==> config.mk <==
export PLATFORM = sky130hd
export DESIGN_NAME = mult_operand_loader
export DESIGN_NICKNAME = d
export VERILOG_FILES = /design/src/rtl/mult_operand_loader.sv
export SDC_FILE = /design/constraint.sdc
export NUM_CORES = 1
export LEC_CHECK = 0
export BUFFER_PORTS_ARGS = -buffer_cell sky130_fd_sc_hd__buf_4
export CAP_MARGIN = 15
export CORE_MARGIN = 2
export CORE_UTILIZATION = 23
export CTS_CLUSTER_SIZE = 30
export DETAILED_ROUTE_END_ITERATION = 7
export PLACE_DENSITY = 0.37
export SLEW_MARGIN = 25
export SYNTH_ARGS = -nofsm -noshare
export SYNTH_HDL_FRONTEND = slang
export SYNTH_SLANG_ARGS = --single-unit
==> constraint.sdc <==
create_clock -name avalon_clock -period 6.46 [get_ports avalon_clock]
set_input_delay 1.292 -clock avalon_clock [delete_from_list [all_inputs] [get_ports avalon_clock]]
set_output_delay 1.292 -clock avalon_clock [all_outputs]
set_load 0.02 [all_outputs]
==> src/rtl/mult_operand_loader.sv <==
// Avalon-MM controlled generator of pseudo-random signed-digit operand pairs.
// An LFSR produces DIGITS digits per entry; each entry is written to A/B RAMs.
module mult_operand_loader #(
    parameter int ID         = 0,
    parameter int RADIX      = 4,
    parameter int DIGITS     = 32,
    parameter int ADDR_WIDTH = 8,
    parameter int DATA_WIDTH = 256
) (
    input  logic                  avalon_clock,
    input  logic                  resetn,
    input  logic                  read,
    input  logic                  write,
    input  logic [2:0]            address,
    input  logic [31:0]           writedata,
    output logic [31:0]           readdata,
    output logic                  ram_we,
    output logic [ADDR_WIDTH-1:0] ram_addr,
    output logic [DATA_WIDTH-1:0] ram_data_a,
    output logic [DATA_WIDTH-1:0] ram_data_b,
    output logic                  busy
);

    localparam int DW = $clog2(RADIX) + 1;
    localparam int SW = DW * DIGITS;
    localparam int CW = (DIGITS > 1) ? $clog2(DIGITS) : 1;

    localparam logic [31:0] MASK = 32'h8020_0003;

    localparam logic [2:0] S_IDLE  = 3'd0;
    localparam logic [2:0] S_LOAD  = 3'd1;
    localparam logic [2:0] S_GEN   = 3'd2;
    localparam logic [2:0] S_WRITE = 3'd3;
    localparam logic [2:0] S_DONE  = 3'd4;

    logic [2:0]            state;
    logic [2:0]            nxt;
    logic [31:0]           seed_q;
    logic [ADDR_WIDTH:0]   count_q;
    logic [ADDR_WIDTH-1:0] base_q;
    logic [31:0]           written;
    logic [31:0]           lfsr;
    logic [31:0]           lfsr_nx;
    logic [ADDR_WIDTH-1:0] addr_cnt;
    logic [ADDR_WIDTH:0]   ent_cnt;
    logic [CW-1:0]         dig_cnt;
    logic [SW-1:0]         sr_a;
    logic [SW-1:0]         sr_b;
    logic [SW-1:0]         sr_a_nx;
    logic [SW-1:0]         sr_b_nx;
    logic [DW-1:0]         digit_a;
    logic [DW-1:0]         digit_b;
    logic [31:0]           rd_mux;
    logic                  done;
    logic                  ctrl_wr;
    logic                  start;
    logic                  abort;
    logic                  dig_last;

    // Digits outside the symmetric range +/-(RADIX-1) collapse to zero
    function automatic logic [DW-1:0] clamp_digit(input logic [DW-1:0] d);
        logic signed [DW-1:0] sd;
        int v;
        sd = d;
        v  = int'(sd);
        if (v > RADIX - 1 || v < -(RADIX - 1))
            return '0;
        return d;
    endfunction

    assign ctrl_wr  = write && (address == 3'd0);
    assign start    = ctrl_wr && writedata[0] && !writedata[1];
    assign abort    = ctrl_wr && writedata[1];
    assign busy     = (state == S_LOAD) || (state == S_GEN) ||
                      (state == S_WRITE);
    assign done     = (state == S_DONE);
    assign dig_last = (dig_cnt == CW'(DIGITS - 1));

    assign lfsr_nx = (lfsr >> 1) ^ (lfsr[0] ? MASK : 32'h0);
    assign digit_a = clamp_digit(lfsr[DW-1:0]);
    assign digit_b = clamp_digit(lfsr[2*DW-1:DW]);
    assign sr_a_nx = SW'({sr_a, digit_a});
    assign sr_b_nx = SW'({sr_b, digit_b});

    // Next-state selection; abort overrides any busy-state transition
    always_comb begin
        nxt = state;
        case (state)
            S_IDLE, S_DONE: if (start) nxt = S_LOAD;
            S_LOAD:         nxt = S_GEN;
            S_GEN:          if (dig_last) nxt = S_WRITE;
            S_WRITE:        nxt = (ent_cnt == 1) ? S_DONE : S_GEN;
            default:        nxt = S_IDLE;
        endcase
        if (busy && abort)
            nxt = S_IDLE;
    end

    // State register
    always_ff @(posedge avalon_clock or negedge resetn) begin
        if (!resetn)
            state <= S_IDLE;
        else
            state <= nxt;
    end

    // Generation datapath and RAM write port; outputs hold between writes
    always_ff @(posedge avalon_clock or negedge resetn) begin
        if (!resetn) begin
            lfsr       <= 32'h1;
            addr_cnt   <= '0;
            ent_cnt    <= '0;
            dig_cnt    <= '0;
            sr_a       <= '0;
            sr_b       <= '0;
            ram_we     <= 1'b0;
            ram_addr   <= '0;
            ram_data_a <= '0;
            ram_data_b <= '0;
        end else begin
            ram_we <= (nxt == S_WRITE);
            case (state)
                S_LOAD: begin
                    lfsr     <= (seed_q == 32'h0) ? 32'h1 : seed_q;
                    addr_cnt <= base_q;
                    ent_cnt  <= (count_q == '0) ?
                                {1'b1, {ADDR_WIDTH{1'b0}}} : count_q;
                    dig_cnt  <= '0;
                end
                S_GEN: begin
                    lfsr    <= lfsr_nx;
                    sr_a    <= sr_a_nx;
                    sr_b    <= sr_b_nx;
                    dig_cnt <= dig_last ? '0 : dig_cnt + 1'b1;
                    if (nxt == S_WRITE) begin
                        ram_addr   <= addr_cnt;
                        ram_data_a <= DATA_WIDTH'(sr_a_nx);
                        ram_data_b <= DATA_WIDTH'(sr_b_nx);
                    end
                end
                S_WRITE: begin
                    addr_cnt <= addr_cnt + 1'b1;
                    ent_cnt  <= ent_cnt - 1'b1;
                    dig_cnt  <= '0;
                end
                default: ;
            endcase
        end
    end

    // Configuration registers are frozen while a run is in progress
    always_ff @(posedge avalon_clock or negedge resetn) begin
        if (!resetn) begin
            seed_q  <= '0;
            count_q <= '0;
            base_q  <= '0;
        end else if (write && !busy) begin
            case (address)
                3'd2:    seed_q  <= writedata;
                3'd3:    count_q <= writedata[ADDR_WIDTH:0];
                3'd4:    base_q  <= writedata[ADDR_WIDTH-1:0];
                default: ;
            endcase
        end
    end

    // Entries written since the last accepted start
    always_ff @(posedge avalon_clock or negedge resetn) begin
        if (!resetn)
            written <= '0;
        else if (start && !busy)
            written <= '0;
        else if (state == S_WRITE)
            written <= written + 1'b1;
    end

    // Register read mux
    always_comb begin
        rd_mux = '0;
        case (address)
            3'd1:    rd_mux = {30'h0, done, busy};
            3'd2:    rd_mux = seed_q;
            3'd3:    rd_mux = 32'(count_q);
            3'd4:    rd_mux = 32'(base_q);
            3'd5:    rd_mux = written;
            3'd6:    rd_mux = 32'(ID);
            default: rd_mux = '0;
        endcase
    end

    // Registered read data, updated on each sampled read
    always_ff @(posedge avalon_clock or negedge resetn) begin
        if (!resetn)
            readdata <= '0;
        else if (read)
            readdata <= rd_mux;
    end

endmodule

======== Yosys cells after proc, flatten, opt, wreduce, memory -nomap -nowiden ========
Cells that the tools add are included.
cells by class
  eq/ne operators ......................... 12
  magnitude comparators ................... 4
  bitwise logic cells ..................... 1
  mux-type cells .......................... 22
  reductions and logical operators ........ 27
  $add $sub $neg .......................... 4
operator list
  operator                                              number
  case mux 32 bit (5 select lines)                      1
  2-to-1 mux 32 bit                                     4
  case mux 32 bit (2 select lines)                      1
  adder 32 x 1 -> 32 bit (second input constant)        1
  zero test 32 bit                                      1
  XOR 31 x 32 -> 32 bit                                 1
  2-to-1 mux 3 bit                                      8
  case mux 9 bit (2 select lines)                       1
  case mux 8 bit (2 select lines)                       1
  equality test 3 x 2 -> 1 bit (second input constant)  5
  case mux 3 bit (4 select lines)                       1
  case mux 5 bit (2 select lines)                       1
  equality test 3 bit (second input constant)           3
  equality test 9 x 1 -> 1 bit (second input constant)  1
  zero test 9 bit                                       1
  2-to-1 mux 9 bit                                      1
  subtractor 9 x 1 -> 9 bit (second input constant)     1
  adder 8 x 1 -> 8 bit (second input constant)          1
  AND reduction 2 bit                                   4
  nonzero test 2 bit                                    4
  logical AND 1 bit                                     7
  equality test 3 x 1 -> 1 bit (second input constant)  2
  > comparator 3 bit (second input constant)            2
  zero test 3 bit                                       2
  8 further kinds                                       15
word-level totals
  output and inout port bits .............. 554
  flip-flop bits (word level) ............. 557
  input bits .............................. 39
  logic and storage cells ................. 86

======== Longest topological paths before layout ========
  word-level depth ........................ 9
  mapped depth ............................ 9
  gate-level depth less buffers ........... 7

======== Worst setup path after synthesis ========
Ideal clock, no wire load.
  path type ............................... input-to-reg
  start point ............................. input address[2]
  end point ............................... register ram_data_a[49]
  data arrival time ....................... 2.940 ns
  library setup time ...................... 0.065 ns
  stages on the path ...................... 8
  path buffers ............................ 3
  required time ........................... 6.395 ns
  setup slack ............................. 3.455 ns
  cells stage by stage .................... clkbuf_1 -> nor4b_1 -> nand2_1 -> nand3_1 -> clkbuf_1 -> buf_1 -> nand2_1 -> nand2_1
on the way
  longest elaborated chain between the ends .. 9
  elaborated cells between the ends (all ways) .. 11
  those cells by class .................... eq/ne: 1; mux: 3; reduce/logical: 7
ends and longest elaborated chain
  element                                   RTL line  source
  start: declaration                        14        input logic [2:0] address,
  zero test 3 bit (*)                       71        assign ctrl_wr = write && (address == 3'd0);
  logical AND 1 bit (*)                     71
  logical AND 1 bit (2 in series)           72        assign start = ctrl_wr && writedata[0] && !writedata[1];
  2-to-1 mux 3 bit                          89        S_IDLE, S_DONE: if (start) nxt = S_LOAD;
  case mux 3 bit (4 select lines)           88        case (state)
  2-to-1 mux 3 bit (*)                      95        if (busy && abort)
  equality test 3 x 2 -> 1 bit (*)          135       if (nxt == S_WRITE) begin
  AND reduction 2 bit (no source line) (*)  -
  end signal: assignment                    137       ram_data_a <= DATA_WIDTH'(sr_a_nx);
  end: declaration                          19        output logic [DATA_WIDTH-1:0] ram_data_a,
Every way passes the cells marked *; elsewhere a longest branch is shown, timed or not.
A chain may end at the register's enable or synchronous reset.

======== Worst setup path in the final report ========
  start point ............................. register state[1]
  end point ............................... output busy
on the way
  longest elaborated chain between the ends .. 3
  elaborated cells between the ends (all ways) .. 5
  those cells by class .................... eq/ne: 3; reduce/logical: 2
ends and longest elaborated chain
  element                                                                              RTL line  source
  start: declaration                                                                   36        logic [2:0] state;
  start signal: assignment                                                             104       state <= nxt;
  equality test 3 x 1 -> 1 bit / equality test 3 x 2 -> 1 bit (equally long branches)  74        assign busy = (state == S_LOAD) || (state == S_GEN) ||
  logical OR 1 bit                                                                     74
  logical OR 1 bit (*)                                                                 74
  end: declaration                                                                     21        output logic busy
Marked as above.

==> flow_summary.toml <==
[flow_run]
drv_cap = 0

[grt]
grt_first_pass_wirelength_mm = 110
grt.overflow.total = 0
grt_start_max_net_pins = 140
grt_usage = 0.127
antenna_found_initial = 1
grt_pass1_vias = 17100

[final_layout]
layout.cells.non_filler = 4409
ff_latch_area_sq_mm = 0.0139
post_route_cells_drive_above_1_share = 0.159
fin_area_sq_mm = 0.0295
fin_nets = 2994
fillCellCount = 11500
diodes = 0
area_delta_synth_final_pct = 19.6
multi_input_area_sq_mm = 0.00887

[pwr]
p_per_area_mw_per_mm2 = 348
leakagePower_uw = 0.0157
power_frac_clock = 0.405
switching_power_uw = 3330
p_seq_frac = 0.439
p_comb_frac = 0.157
p_int_uw = 6930
swShare = 0.325
peakVddDrop_v = 0.000197

[floorplanning]
die_w_um = 331
initial_core_util = 0.231
fp-row-count = 120
io_pins = 593
core_area_sq_mm = 0.107
die_y_um = 331
die_area_sq_mm = 0.110

[timing]
final_max_slew_viol_count = 0
fin_crit_sh = 0.535
worstMarginPinSlew_ns = 1.03
setup_tns_ns = 0
maxSlewHeadroom = 0.316
rsz0062_at_grt = "false"
max_freq_mhz = 289
setup_violations = 0
skew_ns = 0.0194
final_hold_viol_count = 0
min_period_ns = 3.46

[place]
dpl.hpwl_mm = 45.8
postPlaceCellArea_sq_mm = 0.0270
gp_congestion = 0.724
place_inst = 4276
port_buffers = 272

[outcome]
status = "finished clean"

[yosys]
synth-seq-cells = 557
yosys.area_share.simple = 0.222
synth_cells = 2713
synth_xor_area_frac = 0.0110
ys.flop_type = "dfrtp_1"
synth_edf_count = 0
async_flop_share = 1.00
synthDistinctLibCells = 51
yosysSeqAreaShare = 0.566
synthAdderAreaFrac = 0.00355
synth_compound_area_frac = 0.0474
syn_area_sq_mm = 0.0246
synth_top_family_by_area = "simple AND/OR/NAND/NOR gates"
yosys_warnings = 0
yosys-mux-area-fraction = 0.0254
syn_area_per_cell_sq_um = 9.09

[setup_path]
timing.critical_path.cells = "buf_4, nor2_1, or2_2, inv_1, buf_4"
cp_num_buf_inv = 3
cp_common_cell = "buf_4"
critical_path_peak_fanout = 23
max_stage_delay_ns = 0.42
cpMaxStageDelayCell = "or2_2"
critical_path_required_ns = 5.17
path_delay_family = "buffers and inverters"
cp_data_arrival_time_ns = 2.16
critPathCaptureType = "output port"
crit_type = "register to output port"
start_kind = "register"

[clock_network]
clock_latency_ns = 0.62
cts-buffers-inserted = 73
htreeDepth = 3
ctsHoldBuffers = 0
clkSinkCount = 557
clk_pin_slew_ns = 0.06
root_buffer = "clkbuf_16"
clock_path_buffers = 3
cts_tree = "done"
cts_resized = 0
cts_setup_buffers = 0

[route]
viasPerCell = 3.98
drtIter0Drc = 1092
wl_per_cell_um = 16.1
routed_wl_mm = 71.1
dr.pass1.iters = 5
drc = 0
drtAntennaViolNets = 0
via_count = 17500

[min_path]
hold_path.class = "register to register"
## through the flow
stage / power (uW) / hold slack (ns) / setup slack [ns] / util
after floorplan: 5630 / 0.439 / 3.46 / -
after global placement: 6230 / 0.454 / 2.62 / 0.253
after detailed placement: 6220 / 0.452 / 2.60 / 0.253
after CTS: 10500 / 0.472 / 2.94 / 0.276
after global routing: 10800 / 0.490 / 2.85 / 0.276
final: 10300 / 0.467 / 3.00 / 0.276
## per-layer routing
metal | up-vias | track usage | part of all wire
li1 | 8493 | - | -
met3 | 91 | 0.0284 | 0.041
met5 | - | 0 | 0
met1 | 8605 | 0.177 | 0.48
met2 | 354 | 0.199 | 0.46
met4 | 0 | 0.0330 | 0.020
## kinds of logic after synthesis
family,after synthesis
mux,56
flops,557
compound gates,176
simple gates,1387
fa+ha+maj,7
other cells,1
xor+xnor,31
buf+inv,498
## state kept, by name, summed over array words and instances (netlist names), 9 cells and up
register    cells
ram_data_a     96
ram_data_b     96
sr_a           93
sr_b           93
lfsr           32
readdata       32
seed_q         32
written        32
count_q         9
ent_cnt         9
## worst min-delay path: cells and delay by family (launching register included)
family | cells | cell delay (ns)
flip-flops | 1 | 0.34
AND/OR/NAND/NOR | 2 | 0.09
## final cells by class
type                            count  share of cell area
Multi-Input combinational cell   1977               0.301
Clock inverter                     28              0.0111
Clock buffer                      105              0.0719
Inverter                           44             0.00586
Tap cell                         1403              0.0596
Sequential cell                   557               0.473
Timing Repair Buffer              295              0.0775
## path summary, 6_finish.rpt
kind,from,to,slack [ns],cells after the start
max,state[1]$_DFF_PN0_,busy,3.00,5
min,sr_b[91]$_DFFE_PN0P_,ram_data_b[94]$_DFFE_PN0P_,0.47,2
max reg2reg,dig_cnt[0]$_DFFE_PN0P_,ram_data_b[53]$_DFFE_PN0P_,3.37,8
min reg2reg,sr_b[91]$_DFFE_PN0P_,ram_data_b[94]$_DFFE_PN0P_,0.47,2
max in group asynchronous,resetn,seed_q[13]$_DFFE_PN0P_,4.39,2
min in group asynchronous,resetn,ram_data_a[36]$_DFFE_PN0P_,0.74,1
## cell usage in the layout (no fill, tap or decap), types with 22 or more instances in the layout
master / instances
nand3_1: 22
a22oi_1: 53
nor4_1: 22
dfrtp_1: 556
nor2_1: 44
o22ai_1: 39
mux2_2: 53
conb_1: 320
nand2_1: 1233
clkbuf_16: 75
buf_4: 289
inv_1: 43
o21ai_0: 35
## synth_stat cells (all sizes together), types with 5 or more instances
| cell type | instances | area, sq um |
|---|---|---|
| nor2 | 48 | 180 |
| a21oi | 19 | 95.1 |
| dfrtp | 556 | 13900 |
| clkbuf | 118 | 443 |
| a22oi | 53 | 398 |
| a221oi | 11 | 96.3 |
| nor3 | 12 | 60.1 |
| ha | 7 | 87.6 |
| o22ai | 39 | 244 |
| nand3 | 23 | 115 |
| inv | 44 | 165 |
| o21ai | 35 | 175 |
| o32ai | 5 | 43.8 |
| xnor2 | 18 | 158 |
| nand2 | 1233 | 4630 |
| nor4 | 22 | 138 |
| buf | 336 | 2470 |
| mux2 | 53 | 597 |
| nand4 | 15 | 100 |
| and3 | 7 | 43.8 |
| xor2 | 13 | 114 |
## power by group through the flow
stage	Sequential, uW	Combinational [uW]	Clock (uW)
after floorplan	4330	1300	0
after global placement	4580	1650	0
after detailed placement	4570	1650	0
after CTS	4510	1660	4320
after global routing	4580	1820	4450
final	4500	1610	4150
(Power assumes the default switching activity.)
